==> config.mk <==
export PLATFORM = sky130hd
export DESIGN_NAME = ibuf_ctrl_decoder_flat
export DESIGN_NICKNAME = d
export VERILOG_FILES = /design/src/rtl/ibuf_ctrl_decoder_pkg.sv /design/src/rtl/ibuf_ctrl_decoder_if.sv /design/src/rtl/ibuf_ctrl_decoder_inst_ctrl_dec.sv /design/src/rtl/ibuf_ctrl_decoder.sv /design/src/flat_wrapper.sv
export SDC_FILE = /design/constraint.sdc
export NUM_CORES = 1
export LEC_CHECK = 0
export BUFFER_PORTS_ARGS = -buffer_cell sky130_fd_sc_hd__buf_2
export CAP_MARGIN = 20
export CORE_ASPECT_RATIO = 1.75
export CORE_MARGIN = 3
export CORE_UTILIZATION = 62
export DETAILED_ROUTE_END_ITERATION = 16
export HOLD_SLACK_MARGIN = 0.05
export PLACE_DENSITY = 0.81
export SLEW_MARGIN = 0
export SYNTH_ARGS = -nofsm -noshare
export SYNTH_HDL_FRONTEND = slang
export SYNTH_SLANG_ARGS = --single-unit
==> constraint.sdc <==
create_clock -name clk -period 8.35 [get_ports clk]
set_input_delay 0.835 -clock clk [delete_from_list [all_inputs] [get_ports clk]]
set_output_delay 0.835 -clock clk [all_outputs]
set_load 0.1 [all_outputs]
==> src/rtl/ibuf_ctrl_decoder_pkg.sv <==
// Shared opcode/funct constants and the control bundle carried
// with every buffered instruction.
package ibuf_ctrl_decoder_pkg;

    localparam int CTRL_W = 19;

    // Field order fixes the out_ctrl bit positions, regwrite = bit 18.
    typedef struct packed {
        logic       regwrite;
        logic       regdst;
        logic       alusrc;
        logic       branch;
        logic       memtoreg;
        logic       jump;
        logic       is_imm;
        logic [1:0] hilo_en;
        logic       mov_write;
        logic       mov_read;
        logic       is_muldiv;
        logic       mem_signed;
        logic [3:0] mem_we_bhw;
        logic       illegal;
        logic       is_al;
    } ctrl_t;

    localparam logic [5:0] OP_RTYPE  = 6'b000000;
    localparam logic [5:0] OP_REGIMM = 6'b000001;
    localparam logic [5:0] OP_J      = 6'b000010;
    localparam logic [5:0] OP_JAL    = 6'b000011;
    localparam logic [5:0] OP_BEQ    = 6'b000100;
    localparam logic [5:0] OP_BNE    = 6'b000101;
    localparam logic [5:0] OP_BLEZ   = 6'b000110;
    localparam logic [5:0] OP_BGTZ   = 6'b000111;
    localparam logic [5:0] OP_ADDI   = 6'b001000;
    localparam logic [5:0] OP_ADDIU  = 6'b001001;
    localparam logic [5:0] OP_SLTI   = 6'b001010;
    localparam logic [5:0] OP_SLTIU  = 6'b001011;
    localparam logic [5:0] OP_ANDI   = 6'b001100;
    localparam logic [5:0] OP_ORI    = 6'b001101;
    localparam logic [5:0] OP_XORI   = 6'b001110;
    localparam logic [5:0] OP_LUI    = 6'b001111;
    localparam logic [5:0] OP_LB     = 6'b100000;
    localparam logic [5:0] OP_LH     = 6'b100001;
    localparam logic [5:0] OP_LW     = 6'b100011;
    localparam logic [5:0] OP_LBU    = 6'b100100;
    localparam logic [5:0] OP_LHU    = 6'b100101;
    localparam logic [5:0] OP_SB     = 6'b101000;
    localparam logic [5:0] OP_SH     = 6'b101001;
    localparam logic [5:0] OP_SW     = 6'b101011;

    localparam logic [5:0] FUNC_SLL   = 6'b000000;
    localparam logic [5:0] FUNC_SRL   = 6'b000010;
    localparam logic [5:0] FUNC_SRA   = 6'b000011;
    localparam logic [5:0] FUNC_SLLV  = 6'b000100;
    localparam logic [5:0] FUNC_SRLV  = 6'b000110;
    localparam logic [5:0] FUNC_SRAV  = 6'b000111;
    localparam logic [5:0] FUNC_JR    = 6'b001000;
    localparam logic [5:0] FUNC_JALR  = 6'b001001;
    localparam logic [5:0] FUNC_MFHI  = 6'b010000;
    localparam logic [5:0] FUNC_MTHI  = 6'b010001;
    localparam logic [5:0] FUNC_MFLO  = 6'b010010;
    localparam logic [5:0] FUNC_MTLO  = 6'b010011;
    localparam logic [5:0] FUNC_MULT  = 6'b011000;
    localparam logic [5:0] FUNC_MULTU = 6'b011001;
    localparam logic [5:0] FUNC_DIV   = 6'b011010;
    localparam logic [5:0] FUNC_DIVU  = 6'b011011;
    localparam logic [5:0] FUNC_ADD   = 6'b100000;
    localparam logic [5:0] FUNC_ADDU  = 6'b100001;
    localparam logic [5:0] FUNC_SUB   = 6'b100010;
    localparam logic [5:0] FUNC_SUBU  = 6'b100011;
    localparam logic [5:0] FUNC_AND   = 6'b100100;
    localparam logic [5:0] FUNC_OR    = 6'b100101;
    localparam logic [5:0] FUNC_XOR   = 6'b100110;
    localparam logic [5:0] FUNC_NOR   = 6'b100111;
    localparam logic [5:0] FUNC_SLT   = 6'b101010;
    localparam logic [5:0] FUNC_SLTU  = 6'b101011;

    localparam logic [4:0] RT_BLTZ   = 5'b00000;
    localparam logic [4:0] RT_BGEZ   = 5'b00001;
    localparam logic [4:0] RT_BLTZAL = 5'b10000;
    localparam logic [4:0] RT_BGEZAL = 5'b10001;

    // mem_signed idles high so only LBU/LHU have to clear it.
    function automatic ctrl_t ctrl_nop();
        ctrl_t c;
        c = '0;
        c.mem_signed = 1'b1;
        return c;
    endfunction

endpackage

==> src/rtl/ibuf_ctrl_decoder_if.sv <==
// Fetch-side push and decode-side pop handshakes of the
// instruction buffer.
interface ibuf_ctrl_decoder_if #(
    parameter int PC_W = 32
);
    import ibuf_ctrl_decoder_pkg::*;

    logic              in_valid;
    logic              in_ready;
    logic [31:0]       in_instr;
    logic [PC_W-1:0]   in_pc;
    logic              out_valid;
    logic              out_ready;
    logic [31:0]       out_instr;
    logic [PC_W-1:0]   out_pc;
    logic [CTRL_W-1:0] out_ctrl;

    modport master (
        output in_valid, in_instr, in_pc, out_ready,
        input  in_ready, out_valid, out_instr, out_pc, out_ctrl
    );

    modport slave (
        input  in_valid, in_instr, in_pc, out_ready,
        output in_ready, out_valid, out_instr, out_pc, out_ctrl
    );

endinterface

==> src/rtl/ibuf_ctrl_decoder_inst_ctrl_dec.sv <==
// Combinational MIPS main decoder: instruction word to control
// bundle, with illegal-instruction detection.
module ibuf_ctrl_decoder_inst_ctrl_dec
    import ibuf_ctrl_decoder_pkg::*;
#(
    parameter bit ENABLE_MULDIV = 1'b1
) (
    input  logic [31:0] i_instr,
    output ctrl_t       o_ctrl
);

    logic [5:0] w_op;
    logic [4:0] w_rt;
    logic [5:0] w_fn;
    logic       w_ill;
    ctrl_t      w_c;

    assign w_op = i_instr[31:26];
    assign w_rt = i_instr[20:16];
    assign w_fn = i_instr[5:0];

    always_comb begin
        w_c   = ctrl_nop();
        w_ill = 1'b0;
        case (w_op)
            OP_RTYPE: begin
                case (w_fn)
                    FUNC_SLL, FUNC_SRL, FUNC_SRA,
                    FUNC_SLLV, FUNC_SRLV, FUNC_SRAV,
                    FUNC_ADD, FUNC_ADDU, FUNC_SUB, FUNC_SUBU,
                    FUNC_AND, FUNC_OR, FUNC_XOR, FUNC_NOR,
                    FUNC_SLT, FUNC_SLTU: begin
                        w_c.regwrite = 1'b1;
                        w_c.regdst   = 1'b1;
                    end
                    FUNC_JR: w_c.jump = 1'b1;
                    FUNC_JALR: begin
                        w_c.regwrite = 1'b1;
                        w_c.regdst   = 1'b1;
                        w_c.jump     = 1'b1;
                        w_c.is_al    = 1'b1;
                    end
                    FUNC_MFHI, FUNC_MFLO: begin
                        w_c.regwrite = 1'b1;
                        w_c.regdst   = 1'b1;
                        w_c.mov_read = 1'b1;
                        w_c.hilo_en  = w_fn[1] ? 2'b01 : 2'b10;
                        w_ill        = !ENABLE_MULDIV;
                    end
                    FUNC_MTHI, FUNC_MTLO: begin
                        w_c.mov_write = 1'b1;
                        w_c.hilo_en   = w_fn[1] ? 2'b01 : 2'b10;
                        w_ill         = !ENABLE_MULDIV;
                    end
                    FUNC_MULT, FUNC_MULTU,
                    FUNC_DIV, FUNC_DIVU: begin
                        w_c.hilo_en   = 2'b11;
                        w_c.is_muldiv = 1'b1;
                        w_ill         = !ENABLE_MULDIV;
                    end
                    default: w_ill = 1'b1;
                endcase
            end
            OP_REGIMM: begin
                case (w_rt)
                    RT_BLTZ, RT_BGEZ, RT_BLTZAL, RT_BGEZAL: begin
                        w_c.branch   = 1'b1;
                        w_c.regwrite = w_rt[4];
                        w_c.is_al    = w_rt[4];
                    end
                    default: w_ill = 1'b1;
                endcase
            end
            OP_J: w_c.jump = 1'b1;
            OP_JAL: begin
                w_c.jump     = 1'b1;
                w_c.regwrite = 1'b1;
                w_c.is_al    = 1'b1;
            end
            OP_BEQ, OP_BNE, OP_BLEZ, OP_BGTZ: w_c.branch = 1'b1;
            OP_ANDI, OP_ORI, OP_XORI, OP_LUI: begin
                w_c.regwrite = 1'b1;
                w_c.alusrc   = 1'b1;
                w_c.is_imm   = 1'b1;
            end
            OP_ADDI, OP_ADDIU, OP_SLTI, OP_SLTIU: begin
                w_c.regwrite = 1'b1;
                w_c.alusrc   = 1'b1;
            end
            OP_LB, OP_LH, OP_LW, OP_LBU, OP_LHU: begin
                w_c.regwrite   = 1'b1;
                w_c.alusrc     = 1'b1;
                w_c.memtoreg   = 1'b1;
                w_c.mem_signed = !(w_op == OP_LBU || w_op == OP_LHU);
                w_c.mem_we_bhw = (w_op == OP_LW) ? 4'b0001 :
                                 w_op[0]         ? 4'b0010 : 4'b0100;
            end
            OP_SB, OP_SH, OP_SW: begin
                w_c.alusrc     = 1'b1;
                w_c.mem_we_bhw = (w_op == OP_SW) ? 4'b1001 :
                                 w_op[0]         ? 4'b1010 : 4'b1100;
            end
            default: w_ill = 1'b1;
        endcase
        if (w_ill) begin
            w_c         = ctrl_nop();
            w_c.illegal = 1'b1;
        end
    end

    assign o_ctrl = w_c;

endmodule

==> src/rtl/ibuf_ctrl_decoder.sv <==
// Instruction FIFO between fetch and decode; each entry is decoded
// on enqueue and stored as {instr, pc, ctrl}.
module ibuf_ctrl_decoder
    import ibuf_ctrl_decoder_pkg::*;
#(
    parameter int DEPTH         = 4,
    parameter int PC_W          = 32,
    parameter bit ENABLE_MULDIV = 1'b1
) (
    input  logic                     clk,
    input  logic                     resetn,
    input  logic                     flush,
    ibuf_ctrl_decoder_if.slave       bus,
    output logic [$clog2(DEPTH):0]   count
);

    localparam int AW = $clog2(DEPTH);
    localparam int CW = AW + 1;

    logic [AW-1:0]   r_wptr;
    logic [AW-1:0]   r_rptr;
    logic [CW-1:0]   r_count;
    logic [31:0]     r_instr [DEPTH];
    logic [PC_W-1:0] r_pc    [DEPTH];
    ctrl_t           r_ctrl  [DEPTH];

    logic  w_full;
    logic  w_empty;
    logic  w_push;
    logic  w_pop;
    ctrl_t w_dec;

    ibuf_ctrl_decoder_inst_ctrl_dec #(
        .ENABLE_MULDIV(ENABLE_MULDIV)
    ) u_dec (
        .i_instr(bus.in_instr),
        .o_ctrl (w_dec)
    );

    assign w_full  = (r_count == CW'(DEPTH));
    assign w_empty = (r_count == '0);
    assign w_push  = bus.in_valid & ~w_full & ~flush;
    assign w_pop   = ~w_empty & bus.out_ready & ~flush;

    always_ff @(posedge clk or negedge resetn) begin
        if (!resetn) begin
            r_wptr  <= '0;
            r_rptr  <= '0;
            r_count <= '0;
        end else if (flush) begin
            r_wptr  <= '0;
            r_rptr  <= '0;
            r_count <= '0;
        end else begin
            if (w_push) r_wptr <= r_wptr + AW'(1);
            if (w_pop)  r_rptr <= r_rptr + AW'(1);
            case ({w_push, w_pop})
                2'b10:   r_count <= r_count + CW'(1);
                2'b01:   r_count <= r_count - CW'(1);
                default: r_count <= r_count;
            endcase
        end
    end

    // Payload needs no reset: the head is masked to zero while empty.
    always_ff @(posedge clk) begin
        if (w_push) begin
            r_instr[r_wptr] <= bus.in_instr;
            r_pc[r_wptr]    <= bus.in_pc;
            r_ctrl[r_wptr]  <= w_dec;
        end
    end

    assign bus.in_ready  = ~w_full;
    assign bus.out_valid = ~w_empty;
    assign bus.out_instr = w_empty ? '0 : r_instr[r_rptr];
    assign bus.out_pc    = w_empty ? '0 : r_pc[r_rptr];
    assign bus.out_ctrl  = w_empty ? '0 : r_ctrl[r_rptr];
    assign count         = r_count;

endmodule

==> src/flat_wrapper.sv <==
// flat-port wrapper written by rule: the top's interface ports become plain ports
module ibuf_ctrl_decoder_flat import ibuf_ctrl_decoder_pkg::*;
#(
    parameter int DEPTH         = 4,
    parameter int PC_W          = 32,
    parameter bit ENABLE_MULDIV = 1'b1
)
  (clk, resetn, flush, count, bus_in_valid, bus_in_instr, bus_in_pc, bus_out_ready, bus_in_ready, bus_out_valid, bus_out_instr, bus_out_pc, bus_out_ctrl);
  ibuf_ctrl_decoder_if #(.PC_W(PC_W)) bus_i ();
  input  logic clk;
  input  logic resetn;
  input  logic flush;
  output logic [$clog2(DEPTH):0] count;
  input wire logic [$bits(bus_i.in_valid)-1:0] bus_in_valid;
  input wire logic [$bits(bus_i.in_instr)-1:0] bus_in_instr;
  input wire logic [$bits(bus_i.in_pc)-1:0] bus_in_pc;
  input wire logic [$bits(bus_i.out_ready)-1:0] bus_out_ready;
  output wire logic [$bits(bus_i.in_ready)-1:0] bus_in_ready;
  output wire logic [$bits(bus_i.out_valid)-1:0] bus_out_valid;
  output wire logic [$bits(bus_i.out_instr)-1:0] bus_out_instr;
  output wire logic [$bits(bus_i.out_pc)-1:0] bus_out_pc;
  output wire logic [$bits(bus_i.out_ctrl)-1:0] bus_out_ctrl;
  assign bus_i.in_valid = bus_in_valid;
  assign bus_i.in_instr = bus_in_instr;
  assign bus_i.in_pc = bus_in_pc;
  assign bus_i.out_ready = bus_out_ready;
  assign bus_in_ready = bus_i.in_ready;
  assign bus_out_valid = bus_i.out_valid;
  assign bus_out_instr = bus_i.out_instr;
  assign bus_out_pc = bus_i.out_pc;
  assign bus_out_ctrl = bus_i.out_ctrl;
  ibuf_ctrl_decoder #(.DEPTH(DEPTH), .PC_W(PC_W), .ENABLE_MULDIV(ENABLE_MULDIV)) u_core (.clk(clk), .resetn(resetn), .flush(flush), .bus(bus_i), .count(count));
endmodule
==> impl_metrics.csv, run 1 <==
group,metric,value,unit
finish,fillers,1224,
sta,finalMaxSlewViolations,0,
finish,ff_latch_area,0.01015,mm²
synthesis,yosys-top-cells-area,"edfxtp_1, mux4_2, and2_1",
synthesis,synth.area.mux_share,14.00,%
drt,routed_via_density,6.127,
worst_setup_path,critPathRequiredTime,7.52,ns
synthesis,yosys_most_used_dff,"edfxtp_1",
clock_network,htreeDepth,1,
sta,setup-violations-final,0,
clock_network,clk_pin_slew,0.07,ns
sta,fmax,231.9,MHz
drt,postRouteAntennaNets,0,
synthesis,synth_edf_count,332,
floorplan,die_w,117.0,µm
worst_setup_path,start_kind,"flip-flop",
finish,final_layout_size_suffix_gt1_share,36.11,%
finish,syn_to_final_growth,15.23,%
synthesis,syn_nets,718,
place,placed_area,0.01440,mm²
synthesis,synth_area_leader_cell,"edfxtp_1",
synthesis,seq_area_frac_synth,75.95,%
synthesis,syn_area,0.01336,mm²
drt,drt_first_pass_iters,5,
clock_network,cts_buffers,28,
drt,drc_errors,0,
worst_setup_path,slowest_delay,0.89,ns
clock_network,cts-root-buf,"clkbuf_16",
worst_setup_path,crit_chain,"buf_4 > mux4_2 > and2_1 > buf_2",
drt,num_vias,6623,
synthesis,yosys.area.top_type_share,74.64,%
clock_network,cts_tree,"yes",
drt,routed_wl,25820,µm
place,io_buffers,156,
sta,finalSetupTns,0,ns
synthesis,ys_warn_count,0,
clock_network,ctsHoldBuffers,0,
drt,first_iter_violations,604,
clock_network,cts.sinks,339,
sta,period_minus_slack,4.313,ns
sta,slew_headroom,32.97,%
floorplan,placement_rows,70,
synthesis,synth_compound_gate_area_share,1.443,%
global_route,grt_pass1_wl,39770,µm
synthesis,ys_ff_latch,339,
worst_setup_path,crit_fanout,49,
finish,layout.nets,880,
synthesis,synth-simple-area-share,6.454,%
job,max_cap_violations,0,
floorplan,core,0.02102,mm²
clock_network,clock_path_buffers,3,
place,gp_congestion,0.8280,
sta,rsz0062_at_grt,"false",
drt,wl_per_cell,23.89,µm
floorplan,start_util,63.54,%
global_route,grt_usage,22.57,%
clock_network,post_cts_resize_count,0,
worst_setup_path,cpMaxStageDelayCell,"dfrtp_4",
clock_network,postCtsSetupRepairBufs,0,
synthesis,async_reset_ff_share,2.065,%
sta,worstMarginPinSlew,0.9801,ns
status,status,"complete, no violations",
global_route,grt_antenna_before_repair,1,
worst_setup_path,cp-end-kind,"output pin",
place,post-dp-hpwl,15930,µm
finish,fin_util,73.22,%
synthesis,synthAdderAreaFrac,0.5246,%
sta,period_share,51.65,%
synthesis,synth_xor_area_share,0.3653,%
sta,fin_skew,0.01436,ns
finish,multi_input_area,0.003054,mm²
min_path,hp-class,"primary input to asynchronous set/reset pin",
floorplan,dieArea,0.02341,mm²
global_route,grt_overflow,0,
synthesis,yosysUniqueCellTypes,44,
synthesis,synth_cells,644,
worst_setup_path,path_class,"flip-flop to output pin",
global_route,grt_max_degree,56,
clock_network,clock_latency,0.53,ns
floorplan,num_io_pins,157,
finish,postLayoutCellArea,0.01539,mm²
sta,finalHoldViolCount,0,
floorplan,die_y,200.2,µm
global_route,grt_pass1_vias,7107,
worst_setup_path,arrival,3.48,ns
synthesis,synth.avg_cell_area,20.74,µm²
synthesis,synth_top_family_by_area,"multiplexers",
-- worst max-delay path: cells and delay by family, from the launching register on --
kind | cells | cell delay (ns)
multiplexers | 1 | 0.63
buffers and inverters | 2 | 1.17
flip-flops | 1 | 0.89
AND/OR/NAND/NOR | 1 | 0.18
-- cell usage in the layout (no fill, tap or decap), types with 2 or more instances in the layout --
cell type,Yosys,layout
edfxtp_1,332,332
buf_2,9,156
mux4_2,83,83
and2_1,87,83
clkbuf_16,0,29
nor2_1,15,15
inv_1,11,11
nand2_1,8,8
a21oi_1,7,7
buf_4,0,7
bufinv_16,0,6
nor3_1,5,5
nand3_1,5,5
clkinv_1,0,5
clkbuf_1,19,5
dfrtp_1,7,5
a31oi_1,4,4
and2_4,0,4
ha_1,4,4
clkinvlp_4,0,4
nor3b_1,3,3
o21ai_0,3,3
a211oi_1,3,3
nor4_1,3,3
a221o_1,2,2
or3_1,3,2
nor2b_1,2,2
nand3b_1,2,2
nor4b_1,2,2
o221ai_1,2,2
xnor2_1,2,2
clkinv_2,0,2
dfrtp_4,0,2
-- synthesized netlist by cell type (3+ instances only) --
cell type,instances
and2_1,87
nor3b_1,3
buf_1,3
a31oi_1,4
nor4_1,3
dfrtp_1,7
nor2_1,15
inv_1,11
or3_1,3
a21oi_1,7
a211oi_1,3
nand3_1,5
clkbuf_1,19
nand2_1,8
buf_2,9
mux4_2,83
o21ai_0,3
edfxtp_1,332
ha_1,4
nor3_1,5
-- path summary, 6_finish.rpt --
kind	from	to	slack, ns	cells after the start
worst max-delay path	u_core.r_rptr[0]	bus_out_ctrl[1]	4.04	4
worst min-delay path	resetn	u_core.count[2]	0.13	1
worst max register to register	u_core.count[2]	u_core.r_pc[3][27]	5.54	4
worst min register to register	u_core.r_wptr[1]	u_core.r_wptr[1]	0.58	2
max in group asynchronous	resetn	u_core.r_rptr[1]	8.02	1
min in group clk	bus_in_pc[4]	u_core.r_pc[1][4]	0.51	1
-- cells by family (layout without fill, tap and decap cells) --
family | after synthesis | in the layout
xor+xnor | 4 | 4
flops | 339 | 339
mux | 83 | 83
other cells | 0 | 1
fa+ha+maj | 5 | 5
simple gates | 143 | 143
compound gates | 28 | 28
buf+inv | 42 | 226
-- final cells by class --
class | instances | area share (%)
Timing Repair Buffer | 163 | 5.414
Clock inverter | 18 | 1.610
Sequential cell | 339 | 65.96
Clock buffer | 34 | 4.837
Inverter | 11 | 0.2683
Multi-Input combinational cell | 263 | 19.84
Tap cell | 252 | 2.049
Antenna cell | 1 | 0.01626
-- per-stage QoR --
step,hold slack [ns],setup slack [ns],instances
global route,0.1267,3.718,1081
floorplan,0.5394,4.401,644
detailed placement,0.5741,4.463,1028
global placement,0.5571,4.480,1028
finish,0.1344,4.037,1081
CTS,0.1126,3.894,1080
-- metal layers --
metal / global-route usage (%) / vias to the layer above / share of wire (%)
met1: 27.74 / 3403 / 35
met5: 0 / - / 0
met2: 40.47 / 252 / 56
li1: - / 2928 / -
met3: 3.809 / 40 / 6.3
met4: 6.765 / 0 / 2.5
-- sequential cells by signal, summed over array words and instances (netlist names) --
| name | count |
|---|---|
| u_core.r_pc | 128 |
| u_core.r_instr | 128 |
| u_core.r_rptr | 2 |
| u_core.r_ctrl | 76 |
| u_core.count | 3 |
| u_core.r_wptr | 2 |
Power of run 1 is not shown: default switching activity piles up to over one toggle a cycle in this logic, so the estimate is an artifact.
==> run 2, diff against run 1 <==
--- a/config.mk
+++ b/config.mk
@@ -9,10 +9,10 @@
 export CAP_MARGIN = 20
 export CORE_ASPECT_RATIO = 1.75
 export CORE_MARGIN = 3
-export CORE_UTILIZATION = 62
+export CORE_UTILIZATION = 58
 export DETAILED_ROUTE_END_ITERATION = 16
 export HOLD_SLACK_MARGIN = 0.05
-export PLACE_DENSITY = 0.81
+export PLACE_DENSITY = 0.76
 export SLEW_MARGIN = 0
 export SYNTH_ARGS = -nofsm -noshare
 export SYNTH_HDL_FRONTEND = slang
==> constraint.sdc (replaced) <==
create_clock -name clk -period 4 [get_ports clk]
set_input_delay 0.4 -clock clk [delete_from_list [all_inputs] [get_ports clk]]
set_output_delay 0.4 -clock clk [all_outputs]
set_load 0.1 [all_outputs]
==> impl_metrics.csv, run 2 (same netlist as run 1, synthesis figures left out) <==
group,metric,value,unit
min_path,hp-class,"primary input to flip-flop",
floorplan,start_util,59.78,%
finish,mostFrequentLayoutCells,"edfxtp_1, buf_2, mux4_2, and2_1, clkbuf_16",
clock_network,cts-root-buf,"clkbuf_16",
global_route,grt_overflow,0,
clock_network,cts_tree,"yes",
sta,fmax,312.4,MHz
global_route,grt_pass1_vias,7153,
sta,fin_ws,0.7988,ns
worst_setup_path,crit_fanout,30,
sta,worstMarginPinSlew,1.016,ns
drt,wl_met1,9527,µm
floorplan,placement_rows,72,
drt,wl_per_cell,22.98,µm
floorplan,die_w,120.7,µm
clock_network,clk_pin_slew,0.06,ns
global_route,grt_antenna_before_repair,3,
sta,period_minus_slack,3.201,ns
drt,met2_length,14390,µm
clock_network,cts_buffers,29,
drt,routed_via_density,5.930,
worst_setup_path,cp-end-kind,"output pin",
place,post-dp-hpwl,16210,µm
sta,period_share,80.03,%
sta,slew_headroom,31.37,%
floorplan,die_y,206.8,µm
floorplan,dieArea,0.02496,mm²
place,gp_congestion,0.7903,
finish,layout.nets,887,
drt,drc_errors,0,
global_route,grt_pass1_wl,40220,µm
drt,num_vias,6719,
finish,top_regs,"u_core.r_instr x128, u_core.r_pc x128, u_core.r_ctrl x76",
worst_setup_path,critPathRequiredTime,3.60,ns
floorplan,core,0.02234,mm²
drt,postRouteAntennaNets,0,
finish,final_common_cell,"edfxtp_1",
clock_network,clock_latency,0.53,ns
drt,first_iter_violations,423,
finish,syn_to_final_growth,16.97,%
sta,fin_skew,0.006763,ns
sta,setup-violations-final,0,
drt,drt_first_pass_iters,5,
drt,routed_wl,26040,µm
floorplan,num_io_pins,157,
sta,finalHoldViolCount,0,
sta,finalSetupTns,0,ns
job,max_cap_violations,0,
finish,final_layout_size_suffix_gt1_share,37.13,%
clock_network,post_cts_resize_count,0,
clock_network,cts.sinks,339,
sta,rsz0062_at_grt,"false",
drt,dr.max_layer_used,"met5",
place,io_buffers,156,
place,place_ws,1.248,ns
sta,hold_slack,0.08013,ns
worst_setup_path,arrival,2.80,ns
clock_network,clock_path_buffers,3,
global_route,grt_usage,21.17,%
drt,dr_wl_met3,1370,µm
sta,finalMaxSlewViolations,0,
clock_network,htreeDepth,1,
worst_setup_path,path_class,"flip-flop to output pin",
worst_setup_path,start_kind,"flip-flop",
global_route,grt_max_degree,59,
status,status,"complete, no violations",
==> run 2: final timing paths <==
| check | from | endpoint | slack [ns] | cells after the start |
|---|---|---|---|---|
| setup / recovery | u_core.r_rptr[0] | bus_out_instr[28] | 0.80 | 4 |
| hold / removal | bus_in_pc[2] | u_core.r_pc[0][2] | 0.08 | 1 |
| setup reg to reg | u_core.count[2] | u_core.r_instr[1][30] | 1.52 | 4 |
| hold reg to reg | u_core.r_wptr[1] | u_core.r_wptr[1] | 0.61 | 2 |
| max in group asynchronous | resetn | u_core.r_rptr[0] | 3.58 | 2 |
| min in group asynchronous | resetn | u_core.r_rptr[1] | 0.24 | 2 |
==> run 2: final cells by class <==
type / count / area, µm²
Sequential cell: 339 / 10150
Fill cell: 1411 / 6718
Multi-Input combinational cell: 263 / 3054
Timing Repair Buffer: 169 / 955.9
Clock buffer: 31 / 733.2
Tap cell: 296 / 370.4
Clock inverter: 22 / 311.5
Inverter: 11 / 41.29
Antenna cell: 2 / 5.005
==> run 2: layer usage <==
layer  global-route usage [%]  vias to the layer above
met5                        0                        -
met4                    7.131                        2
met3                    3.135                       56
met2                    37.89                      270
met1                    26.72                     3446
li1                         -                     2945
==> run 2: worst max-delay path, stage by stage, from the launching register on <==
cell and delay, ns:
dfrtp_4 0.81, buf_4 0.43, mux4_2 0.53, and2_1 0.20, buf_2 0.30
==> run 2: through the flow <==
| stage | cells | util [%] | instance area [µm²] |
|---|---|---|---|
| final | 1133 | 69.93 | 15620 |
| after detailed placement | 1077 | 65.19 | 14560 |
| after global placement | 1077 | 65.19 | 14560 |
| after CTS | 1131 | 69.91 | 15620 |
| after global routing | 1133 | 69.93 | 15620 |
| after floorplan | 644 | - | 13360 |
==> run 2: repair_timing <==
item | in CTS | in global routing
setup endpoints to repair | 0 | 0
endpoints found under the hold margin | 7 | 0
hold buffers | 1 | 0
buffers inserted | 0 | 0
Power of run 2 is left out for the same reason.
